--- src/rtl/bp_pht_ctrl_if.sv ---
// Branch-resolution update channel from execute into the PHT write controller.
// The execute side (master) offers an update; the controller (slave) accepts
// it on any edge where upd_valid and upd_ready are both high.
interface bp_pht_ctrl_if #(
    parameter int ADDR_W  = 10,
    parameter int STATE_W = 2
);
    logic               upd_valid;
    logic               upd_ready;
    logic [ADDR_W-1:0]  upd_addr;
    logic [STATE_W-1:0] upd_state;
    logic               upd_taken;

    modport master (
        output upd_valid,
        output upd_addr,
        output upd_state,
        output upd_taken,
        input  upd_ready
    );

    modport slave (
        input  upd_valid,
        input  upd_addr,
        input  upd_state,
        input  upd_taken,
        output upd_ready
    );
endinterface

--- src/rtl/bp_pht_ctrl.sv ---
// Pattern-history-table write controller.
// Sweeps the whole table to INIT_STATE after reset and on flush_req, then
// turns resolved-branch updates into saturating-counter writes buffered in a
// QDEPTH-entry FIFO, issuing at most one PHT write per cycle.
// Optional feature: define BP_PHT_UPD_BYPASS_EN to let an update accepted
// while the FIFO is empty go straight to the write bus (1-cycle latency).
module bp_pht_ctrl #(
    parameter int ADDR_W     = 10,
    parameter int STATE_W    = 2,
    parameter int INIT_STATE = 1,
    parameter int QDEPTH     = 4
) (
    input  logic                      clk,
    input  logic                      resetn,
    input  logic                      flush_req,
    bp_pht_ctrl_if.slave              upd,
    output logic [ADDR_W+STATE_W:0]   pht_wbus,
    output logic                      init_done,
    output logic                      busy
);

    localparam int ENT_W = ADDR_W + STATE_W;
    localparam int PTR_W = $clog2(QDEPTH);

    typedef enum logic {
        ST_INIT = 1'b0,
        ST_RUN  = 1'b1
    } state_t;

    state_t             state_q, state_d;
    logic [ADDR_W-1:0]  cnt_q, cnt_d;
    logic [ENT_W:0]     wbus_q, wbus_d;
    logic [PTR_W:0]     wr_ptr_q, wr_ptr_d;
    logic [PTR_W:0]     rd_ptr_q, rd_ptr_d;
    logic [ENT_W-1:0]   fifo_mem [QDEPTH];

    logic               fifo_empty;
    logic               fifo_full;
    logic               accept;
    logic               push;
    logic [STATE_W-1:0] nxt;
    logic [ENT_W-1:0]   upd_entry;
    logic [ENT_W-1:0]   fifo_head;

    // FIFO occupancy flags from wrap-bit pointers
    always_comb begin
        fifo_empty = (wr_ptr_q == rd_ptr_q);
        fifo_full  = (wr_ptr_q[PTR_W] != rd_ptr_q[PTR_W]) &&
                     (wr_ptr_q[PTR_W-1:0] == rd_ptr_q[PTR_W-1:0]);
        fifo_head  = fifo_mem[rd_ptr_q[PTR_W-1:0]];
    end

    // Handshake and status outputs; a full FIFO refuses even if it pops this cycle
    always_comb begin
        upd.upd_ready = (state_q == ST_RUN) && !fifo_full && !flush_req;
        accept        = upd.upd_valid && upd.upd_ready;
        init_done     = (state_q == ST_RUN);
        busy          = (state_q == ST_INIT) || !fifo_empty;
        pht_wbus      = wbus_q;
    end

    // Saturating counter step, bounds tested before the add/subtract
    always_comb begin
        nxt = upd.upd_state;
        if (upd.upd_taken) begin
            if (upd.upd_state != '1) begin
                nxt = upd.upd_state + STATE_W'(1);
            end
        end else begin
            if (upd.upd_state != '0) begin
                nxt = upd.upd_state - STATE_W'(1);
            end
        end
        upd_entry = {upd.upd_addr, nxt};
    end

    // Next-state: init sweep, FIFO pop/push, flush override
    always_comb begin
        state_d  = state_q;
        cnt_d    = cnt_q;
        wr_ptr_d = wr_ptr_q;
        rd_ptr_d = rd_ptr_q;
        wbus_d   = {1'b0, wbus_q[ENT_W-1:0]};
        push     = 1'b0;

        if (flush_req) begin
            state_d  = ST_INIT;
            cnt_d    = '0;
            wr_ptr_d = '0;
            rd_ptr_d = '0;
        end else if (state_q == ST_INIT) begin
            wbus_d = {1'b1, cnt_q, STATE_W'(INIT_STATE)};
            cnt_d  = cnt_q + ADDR_W'(1);
            if (cnt_q == '1) begin
                state_d = ST_RUN;
            end
        end else begin
            if (!fifo_empty) begin
                wbus_d   = {1'b1, fifo_head};
                rd_ptr_d = rd_ptr_q + (PTR_W+1)'(1);
            end
`ifdef BP_PHT_UPD_BYPASS_EN
            // Bypass only from an empty FIFO, so no queued write can be overtaken
            if (accept && fifo_empty) begin
                wbus_d = {1'b1, upd_entry};
            end else begin
                push = accept;
            end
`else
            push = accept;
`endif
            if (push) begin
                wr_ptr_d = wr_ptr_q + (PTR_W+1)'(1);
            end
        end
    end

    // Control and write-bus registers
    always_ff @(posedge clk or negedge resetn) begin
        if (!resetn) begin
            state_q  <= ST_INIT;
            cnt_q    <= '0;
            wbus_q   <= '0;
            wr_ptr_q <= '0;
            rd_ptr_q <= '0;
        end else begin
            state_q  <= state_d;
            cnt_q    <= cnt_d;
            wbus_q   <= wbus_d;
            wr_ptr_q <= wr_ptr_d;
            rd_ptr_q <= rd_ptr_d;
        end
    end

    // FIFO storage; contents are don't-care while the pointers say empty
    always_ff @(posedge clk) begin
        if (push) begin
            fifo_mem[wr_ptr_q[PTR_W-1:0]] <= upd_entry;
        end
    end

endmodule

--- src/flat_wrapper.sv ---
// flat-port wrapper written by rule: the top's interface ports become plain ports
module bp_pht_ctrl_flat 
#(
    parameter int ADDR_W     = 10,
    parameter int STATE_W    = 2,
    parameter int INIT_STATE = 1,
    parameter int QDEPTH     = 4
)
  (clk, resetn, flush_req, pht_wbus, init_done, busy, upd_upd_valid, upd_upd_addr, upd_upd_state, upd_upd_taken, upd_upd_ready);
  bp_pht_ctrl_if #(.ADDR_W(ADDR_W), .STATE_W(STATE_W)) upd_i ();
  input  logic clk;
  input  logic resetn;
  input  logic flush_req;
  output logic [ADDR_W+STATE_W:0] pht_wbus;
  output logic init_done;
  output logic busy;
  input wire logic [$bits(upd_i.upd_valid)-1:0] upd_upd_valid;
  input wire logic [$bits(upd_i.upd_addr)-1:0] upd_upd_addr;
  input wire logic [$bits(upd_i.upd_state)-1:0] upd_upd_state;
  input wire logic [$bits(upd_i.upd_taken)-1:0] upd_upd_taken;
  output wire logic [$bits(upd_i.upd_ready)-1:0] upd_upd_ready;
  assign upd_i.upd_valid = upd_upd_valid;
  assign upd_i.upd_addr = upd_upd_addr;
  assign upd_i.upd_state = upd_upd_state;
  assign upd_i.upd_taken = upd_upd_taken;
  assign upd_upd_ready = upd_i.upd_ready;
  bp_pht_ctrl #(.ADDR_W(ADDR_W), .STATE_W(STATE_W), .INIT_STATE(INIT_STATE), .QDEPTH(QDEPTH)) u_core (.clk(clk), .resetn(resetn), .flush_req(flush_req), .upd(upd_i), .pht_wbus(pht_wbus), .init_done(init_done), .busy(busy));
endmodule
--- config.mk ---
export PLATFORM = sky130hd
export DESIGN_NAME = bp_pht_ctrl_flat
export DESIGN_NICKNAME = d
export VERILOG_FILES = /design/src/rtl/bp_pht_ctrl_if.sv /design/src/rtl/bp_pht_ctrl.sv /design/src/flat_wrapper.sv
export SDC_FILE = /design/constraint.sdc
export NUM_CORES = 1
export LEC_CHECK = 0
export CORE_MARGIN = 2
export CORE_UTILIZATION = 30
export DETAILED_ROUTE_END_ITERATION = 10
export HOLD_SLACK_MARGIN = 0.15
export MAX_ROUTING_LAYER = met4
export RECOVER_POWER = 25
export SKIP_LAST_GASP = 1
export SYNTH_ARGS = -nofsm -noshare
export SYNTH_HDL_FRONTEND = slang
export SYNTH_SLANG_ARGS = --single-unit
--- constraint.sdc ---
create_clock -name clk -period 4 [get_ports clk]
set_clock_uncertainty 0.2 [all_clocks]
set_input_delay 0.4 -clock clk [delete_from_list [all_inputs] [get_ports clk]]
set_output_delay 0.4 -clock clk [all_outputs]
set_load 0.02 [all_outputs]
==> metrics.md, run 1 <==
| Metric | Value |
|---|---|
| Total power | roughly 1.7 mW |
| Switching pwr | roughly 0.40 mW |
| Largest family of logic cells by synthesized area | compound AO/OA/AOI/OAI gates |
| Horiz. Die Dim | between 100 and 150 um |
| WHS Path Cells | 1 |
| Failing checks | max-capacitance violations, max-slew violations |
| Hold Path End | u_core.pht_wbus[2]$_DFFE_PN0P_ |
| TritonCTS Buffers | 9 |
| RSZ-0062 raised after global routing | no |
| Buffer depth of the longest clock path | 2 |
| Post-Layout Cell Count | around 440 |
| Worst path slowest cell | clkdlybuf4s50_1 |
| Crit. Startpoint | u_core.rd_ptr_q[1]$_DFFE_PN0P_ |
| Share of total power in sequential cells | 50.7% |
| Hold Buf Count CTS | 0 |
| Max VDD drop | about 0.20 mV |
| Final wirelength | 7170 um |
| Grt ovf | 0 |
| Placed instance area | about 0.0041 mm^2 |
| Vias in the first global route | 2,162 |
| I/O pin count | 33 |
| Final Setup Violations | 0 |
| Compound-Gate Fraction of Synth Area | a little over a tenth |
| CP peak stage delay | approximately 640 ps |
| GRT Total Usage | about an eighth |
| Most common cell after layout, fill and taps aside | edfxtp_1 |
| Internal Power | 1.34 mW |
| Via count | approximately 2,200 |
| Leak Pwr | between 1.5 and 2 nW |
| Critical hold path startpoint | u_core.pht_wbus[2]$_DFFE_PN0P_ |
| Post-synthesis sequential area ratio | about 60% |
| Vias per cell | ~5 |
| Max-cap viol count | 1 |
| Final Wtd Congestion | between 0.8 and 0.9 |
| Commonest non-fill, non-tap cells in the layout | edfxtp_1 (48), dfrtp_1 (30), clkdlybuf4s50_1 (21), a21oi_1 (15), inv_1 (14) |
| First-pass GRT wire length | about 12,000 um |
| Combinational power share | around 6.4% |
| Switching part of the total | 22.9% |
| PwrDens | between 400 and 500 mW/mm^2 |
| CTS tree | yes |
| Adder-Cell Fraction of Synth Area | 2.62% |
| Row count | 40 |
| Max-slew violations | 31 |
| RR Startpoint | u_core.rd_ptr_q[1]$_DFFE_PN0P_ |
| Worst slew pin tran | between 1500 and 2000 ps |
| Distinct cells, synth | 44 |
| CTS root buf | clkbuf_16 |
| Initial antenna violation count | 0 |
| Share of layout cells above drive strength 1 | approximately 11% |
| Die extent in y | ~110 um |
| Drt wl/cell | 16.1 um |
| Largest area contributor in the netlist | edfxtp_1 |
| WP data arrival | 2770 ps |
| Top cells by area, synth | edfxtp_1 (40%), dfrtp_1 (21%), mux4_1 (4.3%), mux4_2 (3.1%), a311o_1 (2.5%) |
| Period Utilization, post-route | between 80% and 90% |
| Worst-path fanout max | 16 |
| Placed cells | ~430 |
| Post-layout min period | about 3400 ps |
| DIE AREA | about 0.013 mm^2 |
| Synthesis warning total | 0 |
| Crit Path Category | reg -> out |
| R2R Setup Slk | between 1500 and 2000 ps |
| Final Instance Area | between 0.004 and 0.005 mm^2 |
| Antenna-violating nets left | 0 |
| Worst-skew pair later-pin latency | between 300 and 400 ps |
| DRC viols | 0 |
| CTS sink cnt | 78 |
| 1st-iter DRT viols | between 100 and 150 |
| Crit path cell chain | xnor2_1, buf_4, nand4_2, clkdlybuf4s50_1 |
| Initial Util | between 30% and 40% |
| Largest net degree at the start of global routing | 48 |
| Type of origin of the critical path | flop |
| Reg2Reg Depth | 3 |
| Slew headroom | -15.8% |
| H-tree depth | 3 |
| DR pass1 iterations | 4 |
| # nets final | around 320 |
| Post-CTS Setup Bufs | 0 |
| Syn Inst Count | 260 |
| Flops & latches, synth | 78 |
| Layout area overhead | 20.0% |
| Outcome | complete, but fails checks |
| Top cell type's share of synthesized area | about two fifths |
| Post-CTS sizing | 0 |
| Multiplexer share of the synthesized area | 10.1% |
| Antenna diodes | 0 |
| CORE AREA | around 0.012 mm^2 |
| Setup_tns | 0 ps |
| Post-synthesis simple-gate area fraction | under 10% |
| FMAX | just under 300 MHz |
| PortBufs | 32 |
| Xor and xnor fraction of the mapped netlist area | 2.14% |
| Clock Pin Slew Worst Setup and Hold Paths | ~60 ps |
| Syn avg cell area | 14.0 um^2 |
| Final hold vios | 0 |
| Hold Path Class | reg -> reg |
| Critical path required time | approximately 3400 ps |
| Clk pwr share | approximately 43% |
| Worst hold margin | between 300 and 400 ps |
| Worst Setup End Kind | primary output |
| R2R Path End | u_core.fifo_mem[3][11]$_DFFE_PP_ |
| Mapped cell area | around 0.0036 mm^2 |
| DPL Wire Length | ~4900 um |
| Syn nets | 283 |
## state kept, by name, summed over array words and instances, names as in the netlist
signal	cells
u_core.fifo_mem	48
u_core.pht_wbus	13
u_core.cnt_q	10
u_core.rd_ptr_q	3
u_core.wr_ptr_q	3
u_core.init_done	1
## worst max-delay path, delay by kind of cell (launching register included)
kind | cells | cell delay [ps]
AND/OR/NAND/NOR | 1 | 280
buffers and inverters | 2 | 940
XOR/XNOR | 1 | 610
flip-flops | 1 | 600
## power by group through the flow
| stage | clock network (mW) | logic [mW] | registers (mW) |
|---|---|---|---|
| 2_1_floorplan | 0 | 0.0471 | 0.908 |
| 3_3_place_gp | 0 | 0.114 | 0.900 |
| 3_5_place_dp | 0 | 0.116 | 0.901 |
| 4_1_cts | 0.765 | 0.116 | 0.884 |
| 5_1_grt | 0.804 | 0.124 | 0.885 |
| 6_report | 0.747 | 0.112 | 0.884 |
## logic make-up after synthesis
kind of cell	after synthesis
flops	78
simple gates	63
compound gates	51
buf+inv	32
mux	20
xor+xnor	8
fa+ha+maj	8
## layout make-up
type | instances | area, um^2
Clock buffer | 9 | 225
Clock inverter | 7 | 50.0
Fill cell | 1159 | 7560
Inverter | 14 | 52.6
Multi-Input combinational cell | 150 | 1280
Sequential cell | 78 | 2190
Tap cell | 147 | 184
Timing Repair Buffer | 39 | 369
## per-layer routing
layer,up-vias,GRT usage (%),routed length [um]
li1,1074,-,-
met1,1086,15.4,3290
met2,41,19.1,3560
met3,13,3.08,231
met4,0,3.90,95
met5,-,-,0
## stage by stage
step,setup slack [ps],utilization (%)
4_1_cts,580,36.6
3_5_place_dp,938,34.3
5_1_grt,437,36.6
2_1_floorplan,2080,-
3_3_place_gp,1000,34.3
6_report,628,36.6
## synthesized netlist by cell type (all sizes together)
library cell / count
a211o: 1
a21oi: 15
a221oi: 1
a311o: 9
a311oi: 1
a31o: 1
a31oi: 4
a41oi: 2
and2: 2
and3: 1
and4: 4
buf: 13
clkbuf: 5
dfrtp: 30
edfxtp: 48
ha: 6
inv: 14
maj3: 2
mux2: 4
mux2i: 5
mux4: 11
nand2: 7
nand2b: 8
nand3: 5
nand4: 3
nand4b: 2
nor2: 11
nor2b: 5
nor3: 9
o211a: 9
o21ai: 3
o221ai: 1
o311ai: 1
o31ai: 3
or3: 3
or4: 3
xnor2: 4
xor2: 4
## how the worst max path moves through the flow
stage	to	cells past startpoint	slack (ps)
floorplan	u_core.fifo_mem[0][0]$_DFFE_PP_	5	2080
global placement	busy	4	1000
detailed placement	busy	4	940
CTS	busy	4	580
global route	busy	4	440
finish	busy	4	630
Note: power is estimated with default switching activity, not from simulation.
==> inputs of run 2 (changes only) <==
Clock period 4 ns to 3.05 ns, I/O delays scaled along.
==> run 2 against run 1 <==
  * The flow still finishes with violations (max-capacitance violations, max-slew violations)
  * First-iteration DRC count fell by 42%
  * Sequential power is 31% higher
  * Clock power rose by 63%
  * Power increased by 45%
  * Non-clock buffer count rose by 8
  * Via count up 2.4%
  * Largest cell class unchanged
==> metrics.md, run 2 (synthesized netlist as in run 1, its figures left out) <==
| Metric | Value |
|---|---|
| Period Utilization, post-route | 82.6% |
| Setup_tns | 0 ps (unchanged) |
| Post-CTS sizing | 0 (unchanged) |
| Final hold vios | 0 (unchanged) |
| Max-cap viol count | 1 (unchanged) |
| DPL Wire Length | 5030 um (was 4860 um) |
| Most common cell after layout, fill and taps aside | edfxtp_1 (unchanged) |
| Failing checks | max-capacitance violations, max-slew violations (unchanged) |
| Critical path required time | 2540 ps (was 3400 ps) |
| Hold Buf Count CTS | 0 (unchanged) |
| CP peak stage delay | 650 ps (was 640 ps) |
| Largest net degree at the start of global routing | 36 (was 48) |
| Clk pwr share | 48.3% (was 42.9%) |
| PwrDens | 563 mW/mm^2 (was 400 mW/mm^2) |
| H-tree depth | 3 (unchanged) |
| Drt wl/cell | 16.4 um (was 16.1 um) |
| Worst-path fanout max | 12 (was 16) |
| Share of layout cells above drive strength 1 | 13.4% (was 11.1%) |
| CORE AREA | 0.0119 mm^2 (unchanged) |
| Vias in the first global route | 2,275 (was 2,162) |
| Die extent in y | 114 um (unchanged) |
| Vias per cell | 5.02 (was 4.99) |
| Combinational power share | 5.8% (was 6.4%) |
| Crit path cell chain | xnor2_1, buf_4, a31oi_1, clkdlybuf4s50_1 (was xnor2_1, buf_4, nand4_2, clkdlybuf4s50_1) |
| Via count | 2,268 (was 2,214) |
| PortBufs | 32 (unchanged) |
| Leak Pwr | 1.61 nW (was 1.54 nW) |
| Fin util | 37.7% (was 36.6%) |
| Final Wtd Congestion | 0.762 (was 0.815) |
| Share of total power in sequential cells | 45.9% (was 50.7%) |
| Commonest non-fill, non-tap cells in the layout | edfxtp_1 (48), dfrtp_1 (30), clkdlybuf4s50_1 (21), a21oi_1 (15) (was edfxtp_1 (48), dfrtp_1 (30), clkdlybuf4s50_1 (21), a21oi_1 (15), inv_1 (14)) |
| Worst-skew pair later-pin latency | 330 ps (about the same) |
| Buffer depth of the longest clock path | 2 (unchanged) |
| Max reg flops | 48 (unchanged) |
| WHS Path Cells | 1 (unchanged) |
| Antenna diodes | 0 (unchanged) |
| Crit Path Category | reg -> out (unchanged) |
| First-pass GRT wire length | 12,000 um (was 11,700 um) |
| Top delay family on crit path | buffers and inverters (unchanged) |
| Post-layout min period | between 2000 and 3000 ps |
| GRT Total Usage | 12.5% (was 12.1%) |
| Initial Util | 30.5% (unchanged) |
| RSZ-0062 raised after global routing | no (unchanged) |
| CTS root buf | clkbuf_16 (unchanged) |
| Antenna-violating nets left | 0 (unchanged) |
| Internal Power | 2.01 mW (was 1.34 mW) |
| Levels on crit path | 4 (unchanged) |
| Worst hold margin | 313 ps (was 342 ps) |
| # nets final | 323 (was 315) |
| CTS sink cnt | 78 (unchanged) |
| Layout area overhead | 23.5% (was 20.0%) |
| Type of origin of the critical path | flop (unchanged) |
| DIE AREA | 0.0130 mm^2 (unchanged) |
| Worst path slowest cell | clkdlybuf4s50_1 (unchanged) |
| Worst slew pin tran | 1710 ps (was 1740 ps) |
| TritonCTS Buffers | 9 (unchanged) |
| WP data arrival | 2010 ps (was 2770 ps) |
| Outcome | complete, but fails checks (unchanged) |
| Horiz. Die Dim | 114 um (unchanged) |
| CP Buf/Inv Count | 2 (unchanged) |
| Reg2Reg Depth | 4 (was 3) |
| Post-CTS Setup Bufs | 0 (unchanged) |
| Hold Path Class | reg -> reg (unchanged) |
| Final Setup Violations | 0 (unchanged) |
| Grt ovf | 0 (unchanged) |
| DRC viols | 0 (unchanged) |
| Slew headroom | -14.0% (was -15.8%) |
| Initial antenna violation count | 0 (unchanged) |
| Final wirelength | 7420 um (was 7170 um) |
| Switching pwr | 0.512 mW (was 0.399 mW) |
| Max-slew violations | 31 (unchanged) |
| DR pass1 iterations | 4 (unchanged) |
| I/O pin count | 33 (unchanged) |
| 1st-iter DRT viols | 83 (was 144) |
| Row count | 40 (unchanged) |
| Max VDD drop | 0.488 mV (was 0.199 mV) |
| Fill count | 1,157 (was 1,159) |
| Switching part of the total | 20.3% (was 22.9%) |
| CTS tree | yes (unchanged) |
| FMAX | roughly 400 MHz |
| Worst Setup End Kind | primary output (unchanged) |
| Clock Pin Slew Worst Setup and Hold Paths | 60 ps (about the same) |
-- run 2: changes by cell type in the layout (fill, tap and decap cells not counted), sizes merged --
cell	change
clkinv	-1
clkinvlp	-2
buf	+8
bufinv	+3
-- run 2: path summary, 6_finish.rpt --
kind | start | end | slack, ps
setup / recovery | u_core.wr_ptr_q[0]$_DFFE_PN0P_ | upd_upd_ready | 530
hold / removal | u_core.pht_wbus[2]$_DFFE_PN0P_ | u_core.pht_wbus[2]$_DFFE_PN0P_ | 310
setup reg to reg | u_core.wr_ptr_q[1]$_DFFE_PN0P_ | u_core.fifo_mem[0][4]$_DFFE_PP_ | 910
hold reg to reg | u_core.pht_wbus[2]$_DFFE_PN0P_ | u_core.pht_wbus[2]$_DFFE_PN0P_ | 310
max in group asynchronous | resetn | u_core.cnt_q[2]$_DFFE_PN0P_ | 890
min in group asynchronous | resetn | u_core.pht_wbus[1]$_DFFE_PN0P_ | 760
-- run 2: worst register-to-register path: stages, from the launching register on --
cell	delay, ps
dfrtp_1	440
xnor2_1	170
buf_4	210
nand3_1	150
and4_1	600
-- run 2: metal layers --
layer,global-route usage (%),vias up,wire length [um]
met4,3.82,0,19
met2,19.8,37,3700
met1,16.0,1142,3470
met5,-,-,0
li1,-,1087,-
met3,3.08,2,231
-- run 2: power by group through the flow --
stage          Sequential (mW)  Clock (mW)  Combinational (mW)
2_1_floorplan             1.19           0              0.0618
3_3_place_gp              1.18           0               0.150
3_5_place_dp              1.18           0               0.152
4_1_cts                   1.16        1.25               0.153
5_1_grt                   1.16        1.29               0.163
6_report                  1.16        1.22               0.147
-- run 2: cell type report --
class	count	area, um^2	share of cell area (%)
flip-flops and latches	78	2190	48.9
clock buffers	9	225	5.02
well taps	147	184	4.10
multi-input cells	150	1280	28.6
clock inverters	7	120	2.68
repair buffers	47	429	9.57
inverters	14	52.6	1.17
-- run 2: metrics by stage --
step / setup WS (ps) / area, um^2 / cells / power, mW
floorplan: 1130 / 3630 / 260 / 1.25
global route: 421 / 4490 / 452 / 2.61
CTS: 466 / 4490 / 452 / 2.56
detailed placement: 627 / 4140 / 436 / 1.33
finish: 531 / 4490 / 452 / 2.52
global placement: 621 / 4140 / 436 / 1.33
==> inputs of run 3 (changes only) <==
Clock period 3.05 ns to 2.6 ns, I/O delays scaled along.
==> run 3 against run 2 <==
  * Cell area decreased by 0.70%
  * Global-route usage about the same
  * The flow still finishes with violations (max-capacitance violations, max-slew violations)
  * Combinational power up 18%
  * Highest routed layer unchanged
  * Largest power group is now registers
  * Non-clock buffer count is 2 higher
  * Die area did not move
  * Critical path type unchanged
  * Clock-buffer cell count is 1 higher
  * Clock power hardly changed
==> metrics.md, run 3 (synthesized netlist as in run 1, its figures left out) <==
| Metric | Value |
|---|---|
| Outcome | complete, but fails checks (unchanged) |
| Failing checks | max-capacitance violations, max-slew violations (unchanged) |
| Worst-path fanout max | 20 (was 12) |
| Row count | 40 (unchanged) |
| CTS tree | yes (unchanged) |
| CTS root buf | clkbuf_16 (unchanged) |
| Vias in the first global route | 2,256 (was 2,275) |
| Via count | 2,242 (was 2,268) |
| WL met3 | 231 um (unchanged) |
| WP data arrival | 2010 ps (about the same) |
| Critical path required time | 2140 ps (was 2540 ps) |
| Drt wl/cell | 16.3 um (was 16.4 um) |
| Max VDD drop | 0.473 mV (was 0.488 mV) |
| Hold Path Class | reg -> reg (unchanged) |
| Slew headroom | -12.9% (was -14.0%) |
| Die extent in y | 114 um (unchanged) |
| H-tree depth | 3 (unchanged) |
| Most common cell after layout, fill and taps aside | edfxtp_1 (unchanged) |
| DPL Wire Length | 4950 um (was 5030 um) |
| Period Utilization, post-route | a little over nine tenths |
| Type of origin of the critical path | flop (unchanged) |
| Post-CTS sizing | 0 (unchanged) |
| TritonCTS Buffers | 9 (unchanged) |
| Vias per cell | 4.94 (was 5.02) |
| # nets final | 325 (was 323) |
| Leak Pwr | 1.59 nW (was 1.61 nW) |
| Final Instance Area | 0.00445 mm^2 (was 0.00449 mm^2) |
| Final setup margin | 131 ps (was 531 ps) |
| 1st-iter DRT viols | 89 (was 83) |
| Buffer depth of the longest clock path | 2 (unchanged) |
| Hold Buf Count CTS | 0 (unchanged) |
| Max reg flops | 48 (unchanged) |
| Commonest non-fill, non-tap cells in the layout | edfxtp_1 (48), dfrtp_1 (30), clkdlybuf4s50_1 (21), buf_4 (16), a21oi_1 (15) (was edfxtp_1 (48), dfrtp_1 (30), clkdlybuf4s50_1 (21), a21oi_1 (15)) |
| First-pass GRT wire length | 12,000 um (about the same) |
| Setup_tns | 0 ps (unchanged) |
| Largest net degree at the start of global routing | 48 (was 36) |
| I/O pin count | 33 (unchanged) |
| FMAX | approximately 410 MHz |
| Worst slew pin tran | 1690 ps (was 1710 ps) |
| Initial Util | 30.5% (unchanged) |
| WL met1 | 3420 um (was 3470 um) |
| Initial antenna violation count | 0 (unchanged) |
| Grt ovf | 0 (unchanged) |
| Max-slew violations | 31 (unchanged) |
| RSZ-0062 raised after global routing | no (unchanged) |
| Horiz. Die Dim | 114 um (unchanged) |
| Fill count | 1,134 (was 1,157) |
| Final wirelength | 7390 um (was 7420 um) |
| PwrDens | 625 mW/mm^2 (was 563 mW/mm^2) |
| Top sig layer | met4 (unchanged) |
| GRT Total Usage | 12.5% (about the same) |
| Layout area overhead | 22.7% (was 23.5%) |
| Final Setup Violations | 0 (unchanged) |
| DRC viols | 0 (unchanged) |
| CTS sink cnt | 78 (unchanged) |
| Share of layout cells above drive strength 1 | 14.0% (was 13.4%) |
| DIE AREA | 0.0130 mm^2 (unchanged) |
| Pre-CTS setup slack | 295 ps (was 627 ps) |
| Met2 wire len | 3640 um (was 3700 um) |
| Worst Setup End Kind | primary output (unchanged) |
| Antenna diodes | 0 (unchanged) |
| Post-layout min period | about 2500 ps |
| CORE AREA | 0.0119 mm^2 (unchanged) |
| Placed instance area | 0.00416 mm^2 (was 0.00414 mm^2) |
| Crit Path Category | reg -> out (unchanged) |
| Final Wtd Congestion | 0.769 (was 0.762) |
| Max-cap viol count | 1 (unchanged) |
| Final hold vios | 0 (unchanged) |
| PortBufs | 32 (unchanged) |
| Post-CTS Setup Bufs | 0 (unchanged) |
| Clock Pin Slew Worst Setup and Hold Paths | 60 ps (about the same) |
| DR pass1 iterations | 7 (was 4) |
| Worst-skew pair later-pin latency | 330 ps (about the same) |
| Antenna-violating nets left | 0 (unchanged) |
==> run 3: cell types whose count changed in the layout (fill, tap and decap cells not counted) <==
cell	change
clkinv_4	-1
clkinvlp_4	+3
bufinv_16	-2
clkbuf_1	+1
buf_4	+2
clkinv_1	-1
==> run 3: layout make-up <==
type                       count  area (um^2)  share of cell area [%]
sequential                    78         2190                    49.2
clock buffer                  10          229                    5.14
tap                          147          184                    4.13
inverter                      14         52.6                    1.18
clock inverter                 6         70.1                    1.57
multi-input combinational    150         1280                    28.8
timing repair buffer          49          444                    9.97
==> run 3: metrics by stage <==
step / instances / utilization (%) / hold WS (ps) / total power, mW
6_report: 454 / 37.4 / 308 / 2.78
5_1_grt: 454 / 37.4 / 345 / 2.89
4_1_cts: 454 / 37.4 / 150 / 2.82
3_5_place_dp: 438 / 34.9 / 299 / 1.56
3_3_place_gp: 438 / 34.9 / 297 / 1.56
2_1_floorplan: 260 / - / -236 / 1.47
==> run 3: where the power goes <==
part           leakage, nW  internal, mW  switching [mW]
Clock                0.135         0.749           0.505
Combinational        0.634        0.0807          0.0921
Sequential           0.825          1.34          0.0202
Total                 1.59          2.17           0.617
==> run 3: critical path, stage by stage (launching register included) <==
cell,delay [ps]
dfrtp_1,450
xnor2_1,220
buf_4,270
nand4_2,160
clkdlybuf4s50_1,580
==> run 3: metal layers <==
layer | vias to the layer above | global-route usage (%)
met1 | 1104 | 15.5
met4 | 0 | 3.98
li1 | 1094 | -
met5 | - | -
met2 | 35 | 20.2
met3 | 9 | 3.19
==> run 3: path summary, 6_finish.rpt <==
| path | from | end | slack (ps) | cells after the start |
|---|---|---|---|---|
| worst min register to register | u_core.pht_wbus[2]$_DFFE_PN0P_ | u_core.pht_wbus[2]$_DFFE_PN0P_ | 310 | 1 |
| worst min-delay path | u_core.pht_wbus[2]$_DFFE_PN0P_ | u_core.pht_wbus[2]$_DFFE_PN0P_ | 310 | 1 |
| max in group asynchronous | resetn | u_core.wr_ptr_q[0]$_DFFE_PN0P_ | 510 | 2 |
| worst max register to register | u_core.wr_ptr_q[1]$_DFFE_PN0P_ | u_core.fifo_mem[0][9]$_DFFE_PP_ | 520 | 5 |
| min in group asynchronous | resetn | u_core.cnt_q[8]$_DFFE_PN0P_ | 710 | 2 |
| worst max-delay path | u_core.wr_ptr_q[0]$_DFFE_PN0P_ | busy | 130 | 4 |
